**src/rtl/hazard3_pmp_bus_filter.sv**
```systemverilog
// hazard3_pmp_bus_filter: AHB-Lite gate that blocks PMP-killed transfers and answers them with a local ERROR response.
// Optional fault address log enabled by defining HAZARD3_PMP_BUS_FILTER_FAULT_LOG_EN.
module hazard3_pmp_bus_filter #(
  parameter int W_ADDR = 32,
  parameter int W_DATA = 32
) (
  input  logic              clk,
  input  logic              rst_n,
  input  logic [1:0]        us_htrans,
  input  logic [W_ADDR-1:0] us_haddr,
  input  logic              us_hwrite,
  input  logic [2:0]        us_hsize,
  input  logic [3:0]        us_hprot,
  input  logic [W_DATA-1:0] us_hwdata,
  output logic              us_hready,
  output logic              us_hresp,
  output logic [W_DATA-1:0] us_hrdata,
  output logic [1:0]        ds_htrans,
  output logic [W_ADDR-1:0] ds_haddr,
  output logic              ds_hwrite,
  output logic [2:0]        ds_hsize,
  output logic [3:0]        ds_hprot,
  output logic [W_DATA-1:0] ds_hwdata,
  input  logic              ds_hready,
  input  logic              ds_hresp,
  input  logic [W_DATA-1:0] ds_hrdata,
  output logic [W_ADDR-1:0] q_addr,
  output logic              q_write,
  output logic              q_m_mode,
  input  logic              q_kill
`ifdef HAZARD3_PMP_BUS_FILTER_FAULT_LOG_EN
  ,
  output logic              fault_valid,
  output logic [W_ADDR-1:0] fault_addr,
  input  logic              fault_clr
`endif
);
  typedef enum logic [1:0] {PASS, ERR1, ERR2} state_t;
  state_t state_q, state_d;
  logic kill;
  assign q_addr    = us_haddr;
  assign q_write   = us_hwrite;
  assign q_m_mode  = us_hprot[1];
  assign ds_haddr  = us_haddr;
  assign ds_hwrite = us_hwrite;
  assign ds_hsize  = us_hsize;
  assign ds_hprot  = us_hprot;
  assign ds_hwdata = us_hwdata;
  // ERR1 holds hready low, so a kill can only be accepted from PASS or ERR2
  always_comb begin
    us_hready = state_q == ERR1 ? 1'b0 : state_q == ERR2 ? 1'b1 : ds_hready;
    us_hresp  = state_q == PASS ? ds_hresp : 1'b1;
    us_hrdata = state_q == PASS ? ds_hrdata : '0;
    ds_htrans = (state_q == ERR1 || q_kill) ? 2'b00 : us_htrans;
    kill      = us_htrans[1] && us_hready && q_kill;
    state_d   = kill ? ERR1 : state_q == ERR1 ? ERR2 : PASS;
  end
  always_ff @(posedge clk or negedge rst_n)
    if (!rst_n) state_q <= PASS;
    else state_q <= state_d;
`ifdef HAZARD3_PMP_BUS_FILTER_FAULT_LOG_EN
  logic              fault_valid_q, fault_valid_d, capture;
  logic [W_ADDR-1:0] fault_addr_q, fault_addr_d;
  // A kill coinciding with a clear re-arms the log with the new address
  always_comb begin
    capture       = kill && (!fault_valid_q || fault_clr);
    fault_valid_d = capture ? 1'b1 : fault_clr ? 1'b0 : fault_valid_q;
    fault_addr_d  = capture ? us_haddr : fault_addr_q;
  end
  always_ff @(posedge clk or negedge rst_n)
    if (!rst_n) begin
      fault_valid_q <= 1'b0;
      fault_addr_q  <= '0;
    end else begin
      fault_valid_q <= fault_valid_d;
      fault_addr_q  <= fault_addr_d;
    end
  assign fault_valid = fault_valid_q;
  assign fault_addr  = fault_addr_q;
`endif
endmodule

```
**config.mk**
```make
export PLATFORM = sky130hd
export DESIGN_NAME = hazard3_pmp_bus_filter
export DESIGN_NICKNAME = d
export VERILOG_FILES = /design/src/rtl/hazard3_pmp_bus_filter.sv
export SDC_FILE = /design/constraint.sdc
export NUM_CORES = 1
export LEC_CHECK = 0
export BUFFER_PORTS_ARGS = -buffer_cell sky130_fd_sc_hd__buf_4
export CAP_MARGIN = 20
export CORE_AREA = 2 2 97 99
export DETAILED_ROUTE_END_ITERATION = 12
export DIE_AREA = 0 0 99 101
export PLACE_DENSITY = 0.47
export SLEW_MARGIN = 0
export SYNTH_ARGS = -nofsm -noshare
export SYNTH_HDL_FRONTEND = slang
export SYNTH_SLANG_ARGS = --single-unit
```
**constraint.sdc**
```tcl
create_clock -name clk -period 1.3 [get_ports clk]
set_input_delay 0.13 -clock clk [delete_from_list [all_inputs] [get_ports clk]]
set_output_delay 0.13 -clock clk [all_outputs]
set_load 0.02 [all_outputs]
```
Yosys cells after proc, flatten, opt, wreduce, memory -nomap -nowiden
Index checks and enable logic that the tools add are counted.
Storage, ports and cells
  word-level logic and storage cells: 14
  RAM bits: 0
  memories kept: 0
  latch bits: 0
  ROM bits: 0
  bits of input ports: 111
  register bits: 2
  output and inout bits: 142
Cells by class
  equal/unequal tests: 2
  shift-type cells: 0
  reduce and logical (&&, ||, !) cells: 4
  muxes and demuxes: 7
  divide/modulo/power cells: 0
  bitwise operators: 0
  $lt $le $gt $ge: 0
  add/subtract/negate cells: 0
  multiply operators: 0
Operators with widths (count)
  $mux W32: 1
  $mux W2: 3
  $mux W1: 3
  $eq A2 B1 Y1 const B: 1
  $eq A2 B2 Y1 const B: 1
  $logic_and A1 B1 Y1: 2
  $logic_not A2 Y1: 1
  $logic_or A1 B1 Y1: 1

Longest topological paths before layout
Gate-level depths: netlist (run 1).
  word-level depth: 6
  gate-level depth with buffers: 3
  mapped depth without buffers: 3

Least setup slack after synthesis (run 1)
No wires, ideal clock.
  path type: register -> output
  from: reg state_q[1]
  to: out us_hrdata[10]
  stages on the path, launching flop included: 4
  buffers on the path: 1
  data arrival time: 0.999 ns
  path slack: 0.171 ns
  data required time: 1.170 ns
  path through: dfrtp_1 > nor2_1 > clkbuf_2 > and2_1
On the way
  longest elaborated chain between the ends: 2
RTL lines
  start: declaration: RTL line 39  | state_t state_q, state_d;
  start signal: assignment: RTL line 60  | else state_q <= state_d;
  $logic_not A2 Y1: RTL line 53  | us_hrdata = state_q == PASS ? ds_hrdata : '0;
  $mux W32: RTL line 53
  end: declaration: RTL line 17  | output logic [W_DATA-1:0] us_hrdata,
No other way between the ends.

Final worst setup path (run 1)
  from: reg state_q[1]
  to: out us_hrdata[2]
The elaborated chain is that of the path after synthesis.

==> results of run 1 <==
==> how the worst min path moves through the flow <==
stage,endpoint
after floorplan,state_q[0]
after global placement,state_q[1]
after detailed placement,state_q[0]
after CTS,state_q[0]
after global routing,state_q[0]
final,state_q[0]
==> Yosys cell counts, drive strengths merged <==
library cell / number
nor2: 2
and3: 1
inv: 1
or3: 1
and2: 34
clkbuf: 3
maj3: 1
nor2b: 1
buf: 106
dfrtp: 2
==> power groups by stage <==
| stage | clock, W | sequential [W] | combinational [W] |
|---|---|---|---|
| 6_report | 0.000246 | 0.0000707 | 0.000555 |
| 5_1_grt | 0.000261 | 0.0000714 | 0.000588 |
| 4_1_cts | 0.000254 | 0.0000705 | 0.000520 |
| 3_5_place_dp | 0 | 0.0000691 | 0.000453 |
| 3_3_place_gp | 0 | 0.0000687 | 0.000452 |
| 2_1_floorplan | 0 | 0.0000685 | 0.000685 |
==> worst reg2reg max path: cells and delay by family (launching register included) <==
family	cells	cell delay [ns]
fa+ha+maj	1	0.33
buf+inv	2	0.21
flops	1	0.41
simple gates	1	0.17
==> through the flow <==
stage / cells / instance area, sq um
final: 237 / 1240
after global routing: 237 / 1240
after CTS: 236 / 1170
after detailed placement: 230 / 1010
after global placement: 230 / 1010
after floorplan: 152 / 1110
==> layer usage <==
| metal | track usage, % | routed length (um) |
|---|---|---|
| met1 | 4.60 | 858 |
| met2 | 6.86 | 1250 |
| met3 | 2.84 | 398 |
| met4 | 4.43 | 198 |
| met5 | 0 | 0 |
==> logic make-up after synthesis <==
logic type | count (synthesis) | share of synthesized area (%)
AND/OR/NAND/NOR | 39 | 21.4
flip-flops | 2 | 4.49
buffers and inverters | 110 | 73.1
adder cells (fa/ha/maj) | 1 | 1.01
==> what timing repair did <==
action / in CTS / in global routing
gates cloned: 2 / 0
resized for setup: 28 / 20
buffers inserted: 0 / 1
hold buffers: 1 / 0
endpoints found under the hold margin: 2 / 0
pin swaps: 7 / 3
endpoints found under the setup margin: 32 / 35
==> final cells by class <==
class,count,share of cell area [%]
multi-input cells,40,24.3
inverters,1,0.304
clock buffers,3,3.34
well taps,111,11.2
repair buffers,80,56.7
flip-flops and latches,2,4.15
==> placed cells by master, fill, tap and decap left out, drive strengths merged <==
master	instances
and2	34
clkbuf	3
maj3	1
nor2	2
dlygate4sd3	1
and3	1
inv	1
buf	79
nor2b	1
dfrtp	2
or3	1
==> summary.txt, run 1 <==
Outcome
  • Status: finished with violations
  • Failing checks: negative setup slack

Floorplanning
  • Starting Density: between 10% and 20%
  • I/O Pins: approximately 250
  • Die width: around 99 um
  • Die height: between 100 and 150 um
  • Die Area: ~10000 sq um
  • Core area: 8980 sq um
  • Row count: 35

Setup path
  • CP Class: reg2out
  • Crit Path Max Fanout: 10
  • Worst path arrival time: 1.27 ns
  • Max stage delay cell, worst path: dfrtp_2
  • Worst path buffer plus inverter count: 2
  • Worst setup SP type: flop
  • Delay-heaviest family, CP: flip-flops
  • CP max stage delay: roughly 0.43 ns
  • Worst R2R Path Depth: 4
  • Setup slack, reg-to-reg: ~0.08 ns
  • Critical Path RT: between 1 and 1.5 ns
  • Reg2reg start: state_q[0]
  • R2R Path End: state_q[0]
  • Crit path to: us_hrdata[2]
  • Crit-path cells: nor2_4, buf_6, and2_1, buf_6
  • Crit. End Element: output port
  • Worst Setup SP: state_q[1]
  • CP Depth: 4
  • Crit path top cell by count: buf_6

GRT
  • Vias in the first global route: a little under 700
  • Gr ovfl total: 0
  • Largest net degree at the start of global routing: 12
  • Initial antenna violation count: 0
  • Gr usage total: under 10%
  • First-pass GRT wire length: around 3.6 mm

Synth
  • Mapped Area: ~1100 sq um
  • Post-synth top area cell: buf_4
  • Top post-synthesis cells by area: buf_4 (71%), and2_1 (19%), dfrtp_1 (4.5%), clkbuf_2 (1.3%), maj3_2 (1.0%)
  • Register area share after synthesis: around 4.5%
  • Unique masters post-synth: 10
  • Synthesized Nets: roughly 260
  • Mapped Cells: roughly 150
  • Yosys top cell area share: a little under three quarters
  • Register bit total from synthesis: 2
  • Avg Cell Area, Syn: 7.33 sq um
  • Yosys warns: 0

Power and ir drop
  • Maximum vdd drop: approximately 0.36 mV
  • Sequential share of power: 8.1%
  • Total power: ~0.00087 W
  • Cell-internal power: slightly below 0.0006 W
  • Clk pwr share: between 20 and 30%
  • Pwr dens: approximately 700 nW/um^2
  • Sw Share: 33.5%
  • Pleak: a little over 0.6 nW
  • Net Sw Power: 0.000292 W
  • Combinational power share: approximately 64%

Clocking
  • Clock-pin slew on the worst setup and hold paths: 0.03 ns
  • Clk_lat worst skew: roughly 0.21 ns
  • Clk root buf: clkbuf_8
  • Clock Sinks: 2
  • H-tree depth: 1
  • CTS max path bufs: 2
  • CTS tree: yes
  • Num CTS Buffers: 3

STA
  • Final Hold Fails: 0
  • Slew Viols, Final: 0
  • Setup WS post-layout: -0.103 ns
  • Final setup vio count: 33
  • Final clock skew: about 0.0032 ns
  • Fin Setup TNS: -2.71 ns
  • Final min period: 1.40 ns
  • RSZ-0062 raised after global routing: yes
  • Headroom to the max-slew limit: between 80% and 90%
  • Period utilization: 108%
  • WHS: 0.170 ns
  • Fmax: between 700 and 800 MHz
  • Worst-Margin Slew: roughly 0.18 ns

Finish
  • Utilization after layout: about 14%
  • FF/Latch Area: between 50 and 60 sq um
  • N_diodes: 0
  • Area growth syn-to-layout: 10.9%
  • Multi-input logic area: 300 sq um
  • Nets: approximately 240
  • Layout cells sized above 1: 81.0%
  • Max FFs per register: 2
  • Top reg by flops: state_q
  • Fill cells: between 900 and 1000
  • Largest registers: state_q: 2 flops

Min path
  • Hold Crit Depth: 2
  • HP Class: in2reg
  • Hold wc startpoint: us_htrans[1]

Placement
  • Gpl congestion: around 0.65
  • Detailed Place HPWL: 2.08 mm
  • Port-buffer cells: 74
  • Pre-CTS setup slack: 0.0448 ns

Job
  • Max-cap violations: 0

Routing
  • Routed wire length: ~2.7 mm
  • DRC violations left: 0
  • WL/cell: between 10 and 15 um
  • Detailed-route via count: around 680
  • DR iter-0 viols: 7
  • Routed Antenna Nets: 0
  • Via density per instance: about 2.9
  • Pre-antenna DRT Iters: 2
(Power assumes the default switching activity.)
==> run 2, diff against run 1 <==
--- a/config.mk
+++ b/config.mk
@@ -5,12 +5,13 @@
 export SDC_FILE = /design/constraint.sdc
 export NUM_CORES = 1
 export LEC_CHECK = 0
+export ABC_AREA = 1
 export BUFFER_PORTS_ARGS = -buffer_cell sky130_fd_sc_hd__buf_4
 export CAP_MARGIN = 20
-export CORE_AREA = 2 2 97 99
+export CORE_AREA = 2 2 99 101
 export DETAILED_ROUTE_END_ITERATION = 12
-export DIE_AREA = 0 0 99 101
-export PLACE_DENSITY = 0.47
+export DIE_AREA = 0 0 101 103
+export PLACE_DENSITY = 0.48
 export SLEW_MARGIN = 0
 export SYNTH_ARGS = -nofsm -noshare
 export SYNTH_HDL_FRONTEND = slang
==> summary.txt, run 2 <==
Setup path
  • Worst setup SP type: flop
  • CP Class: reg2out
  • Worst path arrival time: 1.19 ns (-0.08 ns)
  • R2R Path End: state_q[0]
  • Crit Path Max Fanout: 6 (-4)
  • Reg2reg start: state_q[1]
  • Critical Path RT: 1.17 ns (about the same)
  • Setup slack, reg-to-reg: 0.30 ns (+0.22 ns)
  • Crit. End Element: output port
  • Worst R2R Path Depth: 6 (+2)

Synth
  • Asr flop ratio synth: 100% (unchanged)
  • Synthesized Nets: 305 (+16%)
  • Yosys top cell area share: 61.1% (-10 points)
  • Number of synthesized flops with an enable pin: 0 (unchanged)
  • Mapped Area: 1300 sq um (+17%)
  • Yosys warns: 0 (unchanged)
  • Synth cell count leaders: buf_4 (106), inv_1 (38), nor2_2 (27)
  • Unique masters post-synth: 11 (+1)
  • Top post-synthesis cells by area: buf_4 (61%), nor2_2 (13%), inv_1 (11%), dfrtp_1 (3.8%), buf_8 (3.5%)
  • Register area share after synthesis: 3.84% (-0.65 points)
  • Post-synth top area cell: buf_4
  • Top_reg_cell synth: dfrtp_1
  • Avg Cell Area, Syn: 6.71 sq um (-8.5%)
  • Most frequent cell after synthesis: buf_4
  • Mapped Cells: 194 (+28%)
  • Register bit total from synthesis: 2 (unchanged)

Finish
  • Final instance area: 1610 sq um (+30%)
  • Largest registers: state_q: 2 flops
  • Top reg by flops: state_q
  • Max FFs per register: 2 (unchanged)
  • Layout Cells excl Fill: 288 (+22%)
  • Area growth syn-to-layout: 23.5%
  • Utilization after layout: 17.0% (+3.2 points)
  • Layout cells sized above 1: 74.1% (-6.8 points)
  • N_diodes: 0 (unchanged)
  • Nets: 287 (+20%)
  • Most frequent cells in the layout: buf_4 (56), inv_1 (37), buf_6 (24)
  • Most common cell after layout, fill and taps aside: buf_4

Job
  • Max-cap violations: 0 (unchanged)

STA
  • RSZ-0062 raised after global routing: yes
  • Headroom to the max-slew limit: 89.3% (+1.1 points)
  • Fmax: 759 MHz (+6.4%)
  • Final setup vio count: 17 (-48%)
  • Final clock skew: 0.00172 ns (-0.00150 ns)
  • Worst-Margin Slew: 0.161 ns (-0.0169 ns)
  • Final Hold Fails: 0 (unchanged)
  • Period utilization: 101% (-6.5 points)
  • Final min period: 1.32 ns (-0.0846 ns)
  • Slew Viols, Final: 0 (unchanged)
  • Setup WS post-layout: -0.0181 ns (+0.0846 ns)

Power and ir drop
  • Sw Share: 38.4% (+4.9 points)
  • Cell-internal power: 0.000620 W (+7.0%)
  • Combinational power share: 68.8% (+5.1 points)
  • Maximum vdd drop: 0.190 mV (-47%)
  • Clk pwr share: 24.3% (-3.9 points)
  • Pleak: 0.852 nW (+41%)
  • Total power: 0.00101 W (+15%)
  • Sequential share of power: 6.8% (-1.3 points)
  • Net Sw Power: 0.000386 W (+32%)
  • Pwr dens: 625 nW/um^2 (-11%)

Clocking
  • Clk root buf: clkbuf_8
  • CTS max path bufs: 2 (unchanged)
  • Clk_lat worst skew: 0.21 ns (about the same)
  • Clock-pin slew on the worst setup and hold paths: 0.03 ns (about the same)
  • Num CTS Buffers: 3 (unchanged)
  • CTS tree: yes
  • H-tree depth: 1 (unchanged)
  • Clock Sinks: 2 (unchanged)

Floorplanning
  • Row count: 36 (+2.9%)
  • Die width: 101 um (+2.0%)
  • Die Area: 10400 sq um (+4.0%)
  • Starting Density: 13.8% (+1.4 points)
  • I/O Pins: 253 (unchanged)
  • Core area: 9460 sq um (+5.4%)
  • Die height: 103 um (+2.0%)

GRT
  • First-pass GRT wire length: 3.88 mm (+8.5%)
  • Gr busiest metal: met2
  • Initial antenna violation count: 0 (unchanged)
  • Met2 Usage GRT: 7.33% (+0.47 points)
  • Met3 usage: 3.80% (+0.95 points)
  • Largest net degree at the start of global routing: 12 (unchanged)
  • Met1 global-route usage: 3.75% (-0.84 points)
  • Gr usage total: 4.92% (+0.21 points)
  • Gr ovfl total: 0 (unchanged)
  • Vias in the first global route: 783 (+13%)

Outcome
  • Failing checks: negative setup slack
  • Status: finished with violations

Routing
  • Detailed-route via count: 906 (+33%)
  • DRC violations left: 0 (unchanged)
  • Routed wire length: 3.32 mm (+22%)
  • Pre-antenna DRT Iters: 2 (unchanged)
  • WL/cell: 11.5 um (+0.79%)
  • Via density per instance: 3.15 (+9.2%)
  • Routed Antenna Nets: 0 (unchanged)
  • DR iter-0 viols: 4 (-3)

Placement
  • Placed cell count: 275 (+20%)
  • Port-buffer cells: 74 (unchanged)
  • Placed cell area: 1190 sq um (+17%)
  • Gpl congestion: 0.616 (-5.1%)
  • Detailed Place HPWL: 2.42 mm (+16%)

Min path
  • Hold Crit Depth: 3 (+1)
  • Hold wc startpoint: us_htrans[1]
  • Hold Path Sink: state_q[0]
  • HP Class: in2reg
run 2: layout make-up:
cell class / instances / area (sq um)
Sequential cell: 2 / 50.0
Fill cell: 1065 / 7850
Inverter: 40 / 155
Clock buffer: 3 / 41.3
Timing Repair Buffer: 85 / 798
Tap cell: 114 / 143
Multi-Input combinational cell: 44 / 422
run 2: power groups by stage:
stage,combinational [W],clock (W),sequential (W)
floorplan,0.000755,0,0.0000679
global placement,0.000507,0,0.0000680
detailed placement,0.000509,0,0.0000683
CTS,0.000568,0.000252,0.0000676
global route,0.000743,0.000263,0.0000695
finish,0.000693,0.000245,0.0000688
run 2: per-layer routing:
layer  share of wire [%]  vias to the layer above
met4                 7.9                        0
met1                  28                      361
met3                  19                       41
li1                    -                      395
met2                  46                      109
met5                   0                        -
run 2: what timing repair did:
item / in CTS / in global routing
setup buffers: 3 / 2
gates resized for setup: 15 / 44
hold endpoints to repair: 2 / 0
cloned: 1 / 3
hold buffers: 1 / 0
endpoints found under the setup margin: 23 / 33
pin swaps: 2 / 3
run 2: logic make-up after synthesis:
| family | synth area share [%] |
|---|---|
| buffers and inverters | 76.1 |
| and+or+nand+nor | 20.1 |
| DFF | 3.84 |
run 2: critical path, cell delays in order (launching register included):
cell and delay [ns]:
dfrtp_1 0.40, inv_4 0.11, nand2_4 0.09, buf_16 0.15, nor2_2 0.08, buf_4 0.14
run 2: worst max-delay path by stage:
| stage | from | to | slack [ns] | cells after the start |
|---|---|---|---|---|
| after global placement | state_q[0] | us_hrdata[19] | 0.22 | 5 |
| after CTS | state_q[1] | us_hrdata[19] | -0.02 | 5 |
| after floorplan | state_q[0] | us_hrdata[10] | 0.31 | 4 |
| after detailed placement | state_q[1] | us_hrdata[16] | 0.20 | 5 |
| after global routing | state_q[0] | us_hrdata[25] | -0.1 | 5 |
| final | state_q[1] | us_hrdata[27] | -0.02 | 5 |
run 2: stage by stage:
| step | setup slack (ns) | setup TNS (ns) | hold WS (ns) |
|---|---|---|---|
| finish | -0.0181 | -0.124 | 0.182 |
| global route | -0.0998 | -2.08 | 0.192 |
| CTS | -0.0215 | -0.350 | 0.194 |
| detailed placement | 0.196 | 0 | -0.0841 |
| global placement | 0.219 | 0 | -0.0858 |
| floorplan | 0.309 | 0 | -0.166 |
